**config.mk**
```make
export PLATFORM = sky130hd
export DESIGN_NAME = alarm_controller_flat
export DESIGN_NICKNAME = d
export VERILOG_FILES = /design/src/rtl/alarm_controller_pkg.sv /design/src/rtl/alarm_controller_if.sv /design/src/rtl/alarm_time_params.sv /design/src/rtl/alarm_controller.sv /design/src/flat_wrapper.sv
export SDC_FILE = /design/constraint.sdc
export NUM_CORES = 1
export LEC_CHECK = 0
export ABC_AREA = 1
export CAP_MARGIN = 20
export CORE_MARGIN = 10
export CORE_UTILIZATION = 37
export CTS_BUF_LIST = sky130_fd_sc_hd__clkbuf_4 sky130_fd_sc_hd__clkbuf_8
export DETAILED_ROUTE_END_ITERATION = 16
export MAX_ROUTING_LAYER = met4
export PLACE_DENSITY = 0.52
export SYNTH_ARGS = -nofsm -noshare
export SYNTH_HDL_FRONTEND = slang
export SYNTH_SLANG_ARGS = --single-unit
export TNS_END_PERCENT = 10
```
**constraint.sdc**
```tcl
create_clock -name clock -period 2.4 [get_ports clock]
set_clock_uncertainty 0.2 [all_clocks]
set_input_delay 0.48 -clock clock [delete_from_list [all_inputs] [get_ports clock]]
set_output_delay 0.48 -clock clock [all_outputs]
set_load 0.02 [all_outputs]
```
**src/rtl/alarm_controller_pkg.sv**
```systemverilog
// Shared constants for the anti-theft alarm controller: state encoding,
// parameter-select codes and the factory default times.
package alarm_controller_pkg;

  // State encoding, also presented on state_code
  localparam logic [2:0] StArmed     = 3'd0;
  localparam logic [2:0] StTriggered = 3'd1;
  localparam logic [2:0] StSound     = 3'd2;
  localparam logic [2:0] StDisarmed  = 3'd3;
  localparam logic [2:0] StWaitClose = 3'd4;
  localparam logic [2:0] StArmDelay  = 3'd5;

  // time_param_sel codes
  localparam logic [1:0] PARAM_ARM    = 2'b00;
  localparam logic [1:0] PARAM_DRIVER = 2'b01;
  localparam logic [1:0] PARAM_PASS   = 2'b10;
  localparam logic [1:0] PARAM_ALARM  = 2'b11;

  // Default times in seconds
  localparam int unsigned T_ARM_DEF    = 6;
  localparam int unsigned T_DRIVER_DEF = 8;
  localparam int unsigned T_PASS_DEF   = 15;
  localparam int unsigned T_ALARM_DEF  = 10;

endpackage

```
**src/rtl/alarm_controller_if.sv**
```systemverilog
// Countdown-timer handshake: the controller loads a duration with a
// one-cycle start pulse and watches expired.
interface alarm_controller_if;
  logic [3:0] timer_value;
  logic       start_timer;
  logic       expired;

  modport master (
    output timer_value,
    output start_timer,
    input  expired
  );

  modport slave (
    input  timer_value,
    input  start_timer,
    output expired
  );
endinterface

```
**src/rtl/alarm_time_params.sv**
```systemverilog
// Register file for the four programmable alarm times, with
// zero-value restore to default and a combinational read port.
module alarm_time_params
  import alarm_controller_pkg::*;
#(
  parameter int unsigned T_ARM_DEFAULT    = T_ARM_DEF,
  parameter int unsigned T_DRIVER_DEFAULT = T_DRIVER_DEF,
  parameter int unsigned T_PASS_DEFAULT   = T_PASS_DEF,
  parameter int unsigned T_ALARM_DEFAULT  = T_ALARM_DEF
) (
  input  logic       clock,
  input  logic       reset,
  input  logic       reprogram,
  input  logic [1:0] time_param_sel,
  input  logic [3:0] time_value,
  input  logic [1:0] rd_sel,
  output logic [3:0] rd_value
);

  localparam logic [3:0] DefArm    = 4'(T_ARM_DEFAULT);
  localparam logic [3:0] DefDriver = 4'(T_DRIVER_DEFAULT);
  localparam logic [3:0] DefPass   = 4'(T_PASS_DEFAULT);
  localparam logic [3:0] DefAlarm  = 4'(T_ALARM_DEFAULT);

  logic [3:0][3:0] times_q;
  logic [3:0]      wr_value;

  // Writing zero means "restore the factory default" for that slot
  always_comb begin
    wr_value = time_value;
    if (time_value == 4'd0) begin
      case (time_param_sel)
        PARAM_ARM:    wr_value = DefArm;
        PARAM_DRIVER: wr_value = DefDriver;
        PARAM_PASS:   wr_value = DefPass;
        default:      wr_value = DefAlarm;
      endcase
    end
  end

  // Parameter storage, loaded with defaults on reset
  always_ff @(posedge clock or negedge reset) begin
    if (!reset) begin
      times_q[PARAM_ARM]    <= DefArm;
      times_q[PARAM_DRIVER] <= DefDriver;
      times_q[PARAM_PASS]   <= DefPass;
      times_q[PARAM_ALARM]  <= DefAlarm;
    end else if (reprogram) begin
      times_q[time_param_sel] <= wr_value;
    end
  end

  assign rd_value = times_q[rd_sel];

endmodule

```
**src/rtl/alarm_controller.sv**
```systemverilog
// Alarm main FSM: arms/disarms from ignition and door sensors, drives the
// countdown timer, the siren enable and the blinking status LED.
module alarm_controller
  import alarm_controller_pkg::*;
#(
  parameter int unsigned CLK_HZ           = 100_000_000,
  parameter int unsigned T_ARM_DEFAULT    = T_ARM_DEF,
  parameter int unsigned T_DRIVER_DEFAULT = T_DRIVER_DEF,
  parameter int unsigned T_PASS_DEFAULT   = T_PASS_DEF,
  parameter int unsigned T_ALARM_DEFAULT  = T_ALARM_DEF
) (
  input  logic                      clock,
  input  logic                      reset,
  input  logic                      ignition,
  input  logic                      door_driver,
  input  logic                      door_pass,
  input  logic                      reprogram,
  input  logic [1:0]                time_param_sel,
  input  logic [3:0]                time_value,
  alarm_controller_if.master        timer,
  output logic                      siren_enable,
  output logic                      status_led,
  output logic [2:0]                state_code
);

  localparam int unsigned    CntW   = (CLK_HZ > 1) ? $clog2(CLK_HZ) : 1;
  localparam logic [CntW-1:0] CntMax = CntW'(CLK_HZ - 1);

  logic [2:0]      state_q, state_d;
  logic            start_q, start_d;
  logic [3:0]      tval_q, tval_d;
  logic            siren_q, siren_d;
  logic            led_q, led_d;
  logic [CntW-1:0] blink_q, blink_d;
  logic            want_start;
  logic [1:0]      rd_sel;
  logic [3:0]      rd_value;
  logic            exp_seen;
  logic            any_door;

  alarm_time_params #(
    .T_ARM_DEFAULT    (T_ARM_DEFAULT),
    .T_DRIVER_DEFAULT (T_DRIVER_DEFAULT),
    .T_PASS_DEFAULT   (T_PASS_DEFAULT),
    .T_ALARM_DEFAULT  (T_ALARM_DEFAULT)
  ) u_params (
    .clock          (clock),
    .reset          (reset),
    .reprogram      (reprogram),
    .time_param_sel (time_param_sel),
    .time_value     (time_value),
    .rd_sel         (rd_sel),
    .rd_value       (rd_value)
  );

  // The timer loads on the edge ending the pulse, so expired is stale then
  assign exp_seen = timer.expired & ~start_q;
  assign any_door = door_driver | door_pass;

  // Next state, timer start request and parameter read select
  always_comb begin
    state_d    = state_q;
    want_start = 1'b0;
    rd_sel     = PARAM_ARM;
    if (reprogram) begin
      state_d = StArmed;
    end else if (ignition && (state_q != StDisarmed)) begin
      state_d = StDisarmed;
    end else begin
      case (state_q)
        StArmed: begin
          if (door_driver) begin
            state_d    = StTriggered;
            want_start = 1'b1;
            rd_sel     = PARAM_DRIVER;
          end else if (door_pass) begin
            state_d    = StTriggered;
            want_start = 1'b1;
            rd_sel     = PARAM_PASS;
          end
        end
        StTriggered: begin
          if (exp_seen) begin
            state_d    = StSound;
            want_start = 1'b1;
            rd_sel     = PARAM_ALARM;
          end
        end
        StSound: begin
          if (exp_seen) begin
            if (any_door) begin
              want_start = 1'b1;
              rd_sel     = PARAM_ALARM;
            end else begin
              state_d = StArmed;
            end
          end
        end
        StDisarmed: begin
          if (!ignition && door_driver) state_d = StWaitClose;
        end
        StWaitClose: begin
          if (!door_driver) begin
            state_d    = StArmDelay;
            want_start = 1'b1;
            rd_sel     = PARAM_ARM;
          end
        end
        StArmDelay: begin
          // Running timer is abandoned; a fresh start happens on re-close
          if (any_door)      state_d = StWaitClose;
          else if (exp_seen) state_d = StArmed;
        end
        default: state_d = StArmed;
      endcase
    end
  end

  // Registered outputs and blink divider next values
  always_comb begin
    start_d = want_start;
    tval_d  = want_start ? rd_value : tval_q;
    siren_d = (state_d == StSound);
    blink_d = '0;
    led_d   = (state_d == StTriggered) || (state_d == StSound);
    // Blink only while staying in ARMED; entry restarts from LED off
    if ((state_d == StArmed) && (state_q == StArmed)) begin
      if (blink_q == CntMax) begin
        blink_d = '0;
        led_d   = ~led_q;
      end else begin
        blink_d = blink_q + 1'b1;
        led_d   = led_q;
      end
    end
  end

  // State and output registers
  always_ff @(posedge clock or negedge reset) begin
    if (!reset) begin
      state_q <= StArmed;
      start_q <= 1'b0;
      tval_q  <= 4'd0;
      siren_q <= 1'b0;
      led_q   <= 1'b0;
      blink_q <= '0;
    end else begin
      state_q <= state_d;
      start_q <= start_d;
      tval_q  <= tval_d;
      siren_q <= siren_d;
      led_q   <= led_d;
      blink_q <= blink_d;
    end
  end

  assign timer.start_timer = start_q;
  assign timer.timer_value = tval_q;
  assign siren_enable      = siren_q;
  assign status_led        = led_q;
  assign state_code        = state_q;

endmodule

```
**src/flat_wrapper.sv**
```systemverilog
// flat-port wrapper written by rule: the top's interface ports become plain ports
module alarm_controller_flat import alarm_controller_pkg::*;
#(
  parameter int unsigned CLK_HZ           = 100_000_000,
  parameter int unsigned T_ARM_DEFAULT    = T_ARM_DEF,
  parameter int unsigned T_DRIVER_DEFAULT = T_DRIVER_DEF,
  parameter int unsigned T_PASS_DEFAULT   = T_PASS_DEF,
  parameter int unsigned T_ALARM_DEFAULT  = T_ALARM_DEF
)
  (clock, reset, ignition, door_driver, door_pass, reprogram, time_param_sel, time_value, siren_enable, status_led, state_code, timer_timer_value, timer_start_timer, timer_expired);
  alarm_controller_if timer_i ();
  input  logic clock;
  input  logic reset;
  input  logic ignition;
  input  logic door_driver;
  input  logic door_pass;
  input  logic reprogram;
  input  logic [1:0] time_param_sel;
  input  logic [3:0] time_value;
  output logic siren_enable;
  output logic status_led;
  output logic [2:0] state_code;
  output wire logic [$bits(timer_i.timer_value)-1:0] timer_timer_value;
  output wire logic [$bits(timer_i.start_timer)-1:0] timer_start_timer;
  input wire logic [$bits(timer_i.expired)-1:0] timer_expired;
  assign timer_timer_value = timer_i.timer_value;
  assign timer_start_timer = timer_i.start_timer;
  assign timer_i.expired = timer_expired;
  alarm_controller #(.CLK_HZ(CLK_HZ), .T_ARM_DEFAULT(T_ARM_DEFAULT), .T_DRIVER_DEFAULT(T_DRIVER_DEFAULT), .T_PASS_DEFAULT(T_PASS_DEFAULT), .T_ALARM_DEFAULT(T_ALARM_DEFAULT)) u_core (.clock(clock), .reset(reset), .ignition(ignition), .door_driver(door_driver), .door_pass(door_pass), .reprogram(reprogram), .time_param_sel(time_param_sel), .time_value(time_value), .timer(timer_i), .siren_enable(siren_enable), .status_led(status_led), .state_code(state_code));
endmodule
```
==> summary.md, run 1 <==
The flow ran to the end, and the final reports show no timing, DRC or antenna violations. The kind of start point of the critical path was a flip-flop. After synthesis, flip-flops and latches occupy 44.3% of the total area.

Clock tree synthesis selected as its root buffer the cell sky130_fd_sc_hd__clkbuf_8. Among all stages on the critical path, the largest delay is contributed by sky130_fd_sc_hd__clkdlybuf4s50_1. Final hold violation count: 0.

Final non-filler cell area: 0.00353 mm^2. Leaving out fill and tap cells, the most frequent cells in the layout are sky130_fd_sc_hd__nand2_1 (99), sky130_fd_sc_hd__inv_1 (50), sky130_fd_sc_hd__nor2_1 (45). Port buffering added 22 buffers. Dividing the detail-routed via count by the number of cells gives 4.76. Measured against its own limit, the worst slew margin works out to 62.9%. The fraction of synthesized cell area taken by the top area cell type is 36.5%.

In the routed design, unresolved DRC markers number 0. The run gives 0 as the total setup violations reported at the end of the flow. The first global-routing pass estimated 11400 um of wire. The initial antenna violation count was 0; the width of the chip was 110 um. For the pin with the worst max-slew slack, the measured transition is 556 ps.

The cell taking the most area after synthesis was sky130_fd_sc_hd__dfrtp_1. Once detail routing completed, the nets flagged for antenna violations numbered 0. Summed over all cells, the static leakage comes to 1.56 nW.

The max-cap check violation count was 0; the initial cell density of the core was 38.5%. Power spread over the standard cell area amounts to 655 mW/mm^2. The total number of vias was 2517; the number of diodes added for antenna fixing was 0. The logs give 0.859 for the final weighted congestion of routability-driven global placement and 53 for the number of sinks handled by clock tree synthesis. Portion of the clock cycle consumed by the worst path in the final layout: 89.8%. The critical path goes through clkdlybuf4s50_1.

STA classifies the critical path endpoint as a primary output. Number of max-slew violations in the final report: 0. The Yosys step of the flow raised 0 warnings.

The number of buffers inserted for hold repair after clock tree synthesis was 1. Setup repair after global routing left no endpoint under its margin. Once layout is complete, the utilization of the core stands at 45.0%.

TritonCTS created 5 clock buffers. For this block, the initial DRC count from the detailed router was 97. The category of the most critical setup path is flip-flop to primary output. After detailed placement, the total cell area comes to 0.00343 mm^2.

The worst hold path belongs to the class flip-flop to flip-flop. The y dimension of the die was 110 um. The total I/O pin count was 23; the cell area after synthesis was 0.00302 mm^2. VDD sags by at most 242 uV. Timing would allow up to 464 MHz.

The H-tree generated during clock tree synthesis spans 2 levels. The first TritonRoute pass finished after 4 iterations. Maximum number of pins on one net before global-route repair: 32.

In this run the worst setup path begins at u_core.state_code[0]. Synthesis produced a netlist with a net count of 406. Synthesis inferred 53 register bits. The area of the core region is 0.00785 mm^2, and the maximum root-to-sink buffer count is 2. The run gives 0 as the aggregate global routing overflow. From synthesis to final layout, the design area changed by 16.8%.

The net count of the finished layout is 440. In this run the post-CTS setup repair buffer count came out at 0. At the later pin of the worst-skew pair, clock insertion delay measures 310 ps.

The number of distinct library cells after synthesis came out at 32. Of all nets on the critical path, the largest fanout is 8. The number of standard-cell rows in the floorplan is 32, and the total routed wirelength is 6560 um. In the post-synthesis netlist, the biggest area contributors are sky130_fd_sc_hd__dfrtp_1 (36%), sky130_fd_sc_hd__nand2_1 (12%), sky130_fd_sc_hd__dfstp_2 (7.8%), sky130_fd_sc_hd__inv_1 (6.2%), sky130_fd_sc_hd__nor2_1 (5.6%).

After legalization and detailed placement, the total HPWL measured 5130 um. The library cell used most frequently in the layout, excluding fill and tap cells, is sky130_fd_sc_hd__nand2_1. The register-to-register setup slack is 280 ps, and the share of cells above drive strength 1 is 13.6%.

In this run the critical register-to-register path is launched from u_core.blink_q[0]. The average cell area after synthesis is 7.71 um^2. TritonCTS built the clock tree. The stage delay of the slowest cell on the critical path came out at 660 ps. The critical path's top delay family was buffers and inverters. Subtracting the final worst setup slack from the clock period gives 2150 ps.

The die covers 0.0122 mm^2. Post-CTS repair changed the size of 0 cells. The worst path buffer plus inverter count works out to 1. Dividing the detail-routed wire length by the instance count gives 12.4 um.

The startpoint of the most critical hold path was u_core.timer.timer_value[0]. After clock tree synthesis, the clock-pin slew on the worst setup and hold paths is 100 ps. Global routing used 11.8% of the available tracks across all layers. STA puts the critical path data arrival time at 1470 ps. The run gives 392 as the gate count of the mapped netlist. Number of global-route vias before repair: 2462. STA puts the critical path data required time at 1720 ps.
## cell families after synthesis
family                     after synthesis  synth area share [%]
AOI/OAI and AO/OA                       34                  6.21
xor gates and xnor gates                15                  4.35
adders and majority gates                1                 0.414
buffers and inverters                   56                  7.46
DFF                                     53                  44.3
and+or+nand+nor                        233                  37.3
## routing by layer
| layer | global-route usage, % | vias up | routed length (um) |
|---|---|---|---|
| li1 | - | 1317 | - |
| met1 | 16.3 | 1161 | 3390 |
| met2 | 17.6 | 33 | 2890 |
| met3 | 1.74 | 6 | 216 |
| met4 | 3.30 | 0 | 70 |
| met5 | - | - | 0 |
## power breakdown
group	internal, W	leakage (nW)	switching [W]
Clock	0.000218	0.0408	0.000309
Combinational	0.000285	0.831	0.000408
Sequential	0.00102	0.686	0.0000747
Total	0.00152	1.56	0.000791
## cell usage after synthesis
cell type / number
sky130_fd_sc_hd__inv_1: 50
sky130_fd_sc_hd__o211ai_1: 1
sky130_fd_sc_hd__dfstp_2: 9
sky130_fd_sc_hd__nor3_1: 9
sky130_fd_sc_hd__nand4_4: 1
sky130_fd_sc_hd__a21oi_1: 7
sky130_fd_sc_hd__nor3_4: 2
sky130_fd_sc_hd__xnor2_1: 4
sky130_fd_sc_hd__nor2_4: 4
sky130_fd_sc_hd__nand2_1: 99
sky130_fd_sc_hd__nand3_2: 3
sky130_fd_sc_hd__a31oi_1: 1
sky130_fd_sc_hd__nand2_4: 1
sky130_fd_sc_hd__o21bai_1: 1
sky130_fd_sc_hd__dfrtp_1: 44
sky130_fd_sc_hd__nand4_1: 9
sky130_fd_sc_hd__nand3_1: 32
sky130_fd_sc_hd__o21ai_2: 2
sky130_fd_sc_hd__nor2_2: 13
sky130_fd_sc_hd__nor2_1: 45
sky130_fd_sc_hd__and3_1: 2
sky130_fd_sc_hd__buf_6: 2
sky130_fd_sc_hd__clkbuf_1: 1
sky130_fd_sc_hd__inv_2: 3
sky130_fd_sc_hd__nor3b_1: 4
sky130_fd_sc_hd__nor4_1: 2
sky130_fd_sc_hd__o21ai_0: 21
sky130_fd_sc_hd__xor2_1: 11
sky130_fd_sc_hd__ha_1: 1
sky130_fd_sc_hd__nand3b_1: 3
sky130_fd_sc_hd__o2111ai_1: 1
sky130_fd_sc_hd__nand2_2: 4
## worst reg2reg max path: cells and delay by family, from the launching register on
kind	cells	cell delay [ps]
compound gates	1	90
fa+ha+maj	1	190
flops	1	430
simple gates	7	1110
## state kept, by name, summed over array words and instances, names as in the netlist
name,flops
u_core.blink_q,27
u_core.u_params.times_q,16
u_core.timer.timer_value,4
u_core.state_code,3
u_core.siren_enable,1
u_core.status_led,1
u_core.timer.start_timer,1
## layout make-up
type | instances | area (um^2)
well taps | 102 | 128
fillers | 829 | 4320
repair buffers | 30 | 315
multi-input cells | 283 | 1460
clock inverters | 2 | 15.0
inverters | 53 | 199
clock buffers | 6 | 76.3
flip-flops and latches | 53 | 1340
## worst paths after layout
kind,to,cells past startpoint
min reg2reg,u_core.timer.timer_value[0],2
min in group asynchronous,u_core.blink_q[1],2
max,state_code[0],1
min,u_core.timer.timer_value[0],2
max reg2reg,u_core.blink_q[22],9
max in group asynchronous,u_core.u_params.times_q[9],3
## metrics by stage
step	TNS [ps]	total power [W]	setup WS, ps	cells	hold WS (ps)
floorplan	0	0.00153	597	392	-15.6
global placement	0	0.00180	13.0	520	264
detailed placement	-6.12	0.00181	-5.36	520	270
CTS	0	0.00235	221	529	294
global route	0	0.00246	34.9	529	329
finish	0	0.00231	246	529	291
Power figures use the tool's default switching activity.
==> run 2: changes to the inputs <==
--- a/config.mk
+++ b/config.mk
@@ -7,7 +7,6 @@
 export LEC_CHECK = 0
 export ABC_AREA = 1
 export CAP_MARGIN = 20
-export CORE_MARGIN = 10
 export CORE_UTILIZATION = 37
 export CTS_BUF_LIST = sky130_fd_sc_hd__clkbuf_4 sky130_fd_sc_hd__clkbuf_8
 export DETAILED_ROUTE_END_ITERATION = 16
==> constraint.sdc (replaced) <==
create_clock -name clock -period 2.7 [get_ports clock]
set_clock_uncertainty 0.2 [all_clocks]
set_input_delay 0.54 -clock clock [delete_from_list [all_inputs] [get_ports clock]]
set_output_delay 0.54 -clock clock [all_outputs]
set_load 0.02 [all_outputs]
==> run 2 against run 1 <==
Compared with the run above:
- setup slack better by 210 ps
- final cell count shrank 0.95%
- critical path depth is 12 higher
- power fell by 8.5%
- register-to-register slack gained 270 ps
- non-clock buffer count fell by 5
- global-route usage is 5.3 points higher
- combinational power is 15% lower
- hold slack got worse by 280 ps
- clock power is 5.3% higher
- design area shrank 0.82%
- core utilization down 0.14 points
- critical path type is now input port to flip-flop
- critical endpoint is now u_core.timer.timer_value[0]
- largest power group unchanged
==> summary.md, run 2 (synthesis results as in run 1) <==
The tools report the start point of the critical path as door_driver. The number of buffers inserted for hold repair after clock tree synthesis came out at 0 (-1). The worst-case headroom to the max-slew limit was 65.1% (+2.2 points); the DRC violation total after the first TritonRoute iteration was 114 (+18%). The slack of the critical path was 460 ps (+214 ps); the total routed wirelength was 6450 um (-1.8%).

The count of TritonRoute iterations in the first routing pass was 4 (unchanged). The final setup TNS is 0 ps (unchanged). The width of the chip was 92.4 um (-16%); the final hold violation count was 0 (unchanged).

The total routing resource utilization after global routing is 17.1% (+5.3 points). Maximum root-to-sink buffer count: 2 (unchanged). The max-cap check violation count was 0 (unchanged). The number of CTS-inserted buffers was 5 (unchanged).

TritonCTS built the clock tree. Setup repair after global routing left no endpoint under its margin. The total setup violations reported at the end of the flow is 0 (unchanged). The tools report the CTS root buffer as sky130_fd_sc_hd__clkbuf_8.

For the initial cell density of the core, the log shows 38.7% (+0.20 points). The area of the core region was 0.00781 mm^2 (-0.51%). The run gives 0 (unchanged) as the antenna violation net count after detailed routing. In this run the worst hold path is classified as input port to async pin. The y dimension of the die is 92.4 um (-16%). H-tree level count: 2 (unchanged). The maximum frequency from static timing analysis came out at 446 MHz. For the total number of vias, the log shows 2526 (+0.36%).

The post-CTS repair timing setup buffer count was 0 (unchanged). The die area came out at 0.00853 mm^2 (-30%). STA classifies the critical path startpoint as an input port. The register with the most flip-flops in the final layout is u_core.blink_q. The final net count is 435 (-1.1%), and the power density over the cells is 604 mW/mm^2 (-7.7%).

The portion of the clock cycle consumed by the worst path in the final layout came out at 83.0%. The maximum number of pins on one net before global-route repair was 54 (+69%). The tools report the total I/O pin count as 23 (unchanged). For the number of standard-cell rows in the floorplan, the log shows 32 (unchanged). The tools report the remaining design rule violation count as 0 (unchanged).

The tools report the static leakage power as 1.55 nW (-0.60%). The via count normalized by instance count was 4.82 (+1.3%); the final cell count without fillers was 524 (-0.95%). The tools report the category of the worst setup path capture point as a flip-flop. The run gives 0 (unchanged) as the number of diodes added for antenna fixing. The number of instances in the placed design came out at 516 (-0.77%). The initial antenna violation count came out at 0 (unchanged). The insertion delay to the later sink of the worst-skew pair is 310 ps (about the same). The actual transition at the worst max-transition pin was 519 ps (-37.3 ps). The run finished with clean final reports. Leaving out fill and tap cells, the most frequent cell in the layout is sky130_fd_sc_hd__nand2_1.

Data required time at the worst endpoint: 2750 ps (+1030 ps). The logs give 0.00211 W (-8.5%) for the total chip power and 2397 (-2.6%) for the number of global-route vias before repair. The number of sinks handled by clock tree synthesis was 53 (unchanged); the worst supply voltage drop on vdd was 252 uV (+4.0%). The flip-flop count of the largest register after layout is 27 (unchanged), and the synthesis-to-layout area growth is 15.9%.

The number of max-slew violations in the final report came out at 0 (unchanged). The highest fanout seen on the critical path works out to 12 (+4). Clock-pin transition on the worst setup and hold timing paths: 90 ps (about the same). The run gives 0 (unchanged) as the number of resized instances in the post-cts repair step. The final weighted congestion of routability-driven global placement was 0.820 (-4.6%); the share of cells above drive strength 1 was 12.8% (-0.79 points).

The cell count of the worst reg-to-reg path is 9 (unchanged). The critical path is of the input port to flip-flop type. After layout, the minimum clock period comes to 2240 ps.

The routed wire length per instance works out to 12.3 um (-0.83%). The logs give 164 ps (+169 ps) for the worst setup timing slack at the placement stage and 4780 um (-6.8%) for the HPWL after detailed placement. In this run the critical register-to-register path is launched from u_core.blink_q[0]. The data arrival at the endpoint of the critical path came out at 2290 ps (+820 ps). The global-route wire length before repair is 11300 um (-1.2%), and the aggregate global routing overflow is 0 (unchanged). The count of buffers from port buffering works out to 22 (unchanged). Leaving out fill and tap cells, the most frequent cells in the layout are sky130_fd_sc_hd__nand2_1 (99), sky130_fd_sc_hd__inv_1 (50), sky130_fd_sc_hd__nor2_1 (45).
-- run 2: power breakdown --
part	switching [W]	internal [W]	leakage, nW
registers	0.0000673	0.000903	0.686
clock network	0.000266	0.000289	0.0588
logic	0.000354	0.000234	0.804
total	0.000688	0.00143	1.55
-- run 2: layout make-up --
cell class                      count  area (um^2)
Multi-Input combinational cell    283         1460
Clock inverter                      2         38.8
Sequential cell                    53         1340
Fill cell                         829         4310
Inverter                           53          199
Clock buffer                        6         76.3
Tap cell                          102          128
Timing Repair Buffer               25          263
-- run 2: worst paths after layout --
| check | to | slack, ps |
|---|---|---|
| min reg2reg | u_core.u_params.times_q[14] | 280 |
| max in group asynchronous | u_core.u_params.times_q[8] | 2000 |
| min | u_core.timer.start_timer | 9 |
| min in group clock | u_core.u_params.times_q[14] | 280 |
| max | u_core.timer.timer_value[0] | 460 |
| max reg2reg | u_core.blink_q[22] | 550 |
-- run 2: layer usage --
| layer | share of wire [%] | GRT usage, % |
|---|---|---|
| met1 | 53 | 24.5 |
| met3 | 3.7 | 2.87 |
| met5 | 0 | - |
| met4 | 1.0 | 4.17 |
| met2 | 42 | 25.2 |
-- run 2: worst max-delay path: stages --
cell	delay [ps]
sky130_fd_sc_hd__clkdlybuf4s50_1	560
sky130_fd_sc_hd__nor2_1	110
sky130_fd_sc_hd__inv_1	60
sky130_fd_sc_hd__nand2_1	60
sky130_fd_sc_hd__o21ai_2	170
sky130_fd_sc_hd__inv_2	60
sky130_fd_sc_hd__o21ai_2	190
sky130_fd_sc_hd__nand2_1	190
sky130_fd_sc_hd__nand2_1	100
sky130_fd_sc_hd__nand3_1	60
sky130_fd_sc_hd__nand2_1	70
sky130_fd_sc_hd__nand2_1	50
sky130_fd_sc_hd__nand2_1	60
-- run 2: metrics by stage --
stage	area, um^2	hold slack [ps]	utilization, %
floorplan	3020	44.4	-
global placement	3380	260	43.3
detailed placement	3380	265	43.3
CTS	3500	20.9	44.8
global route	3500	35.0	44.8
finish	3500	8.85	44.8
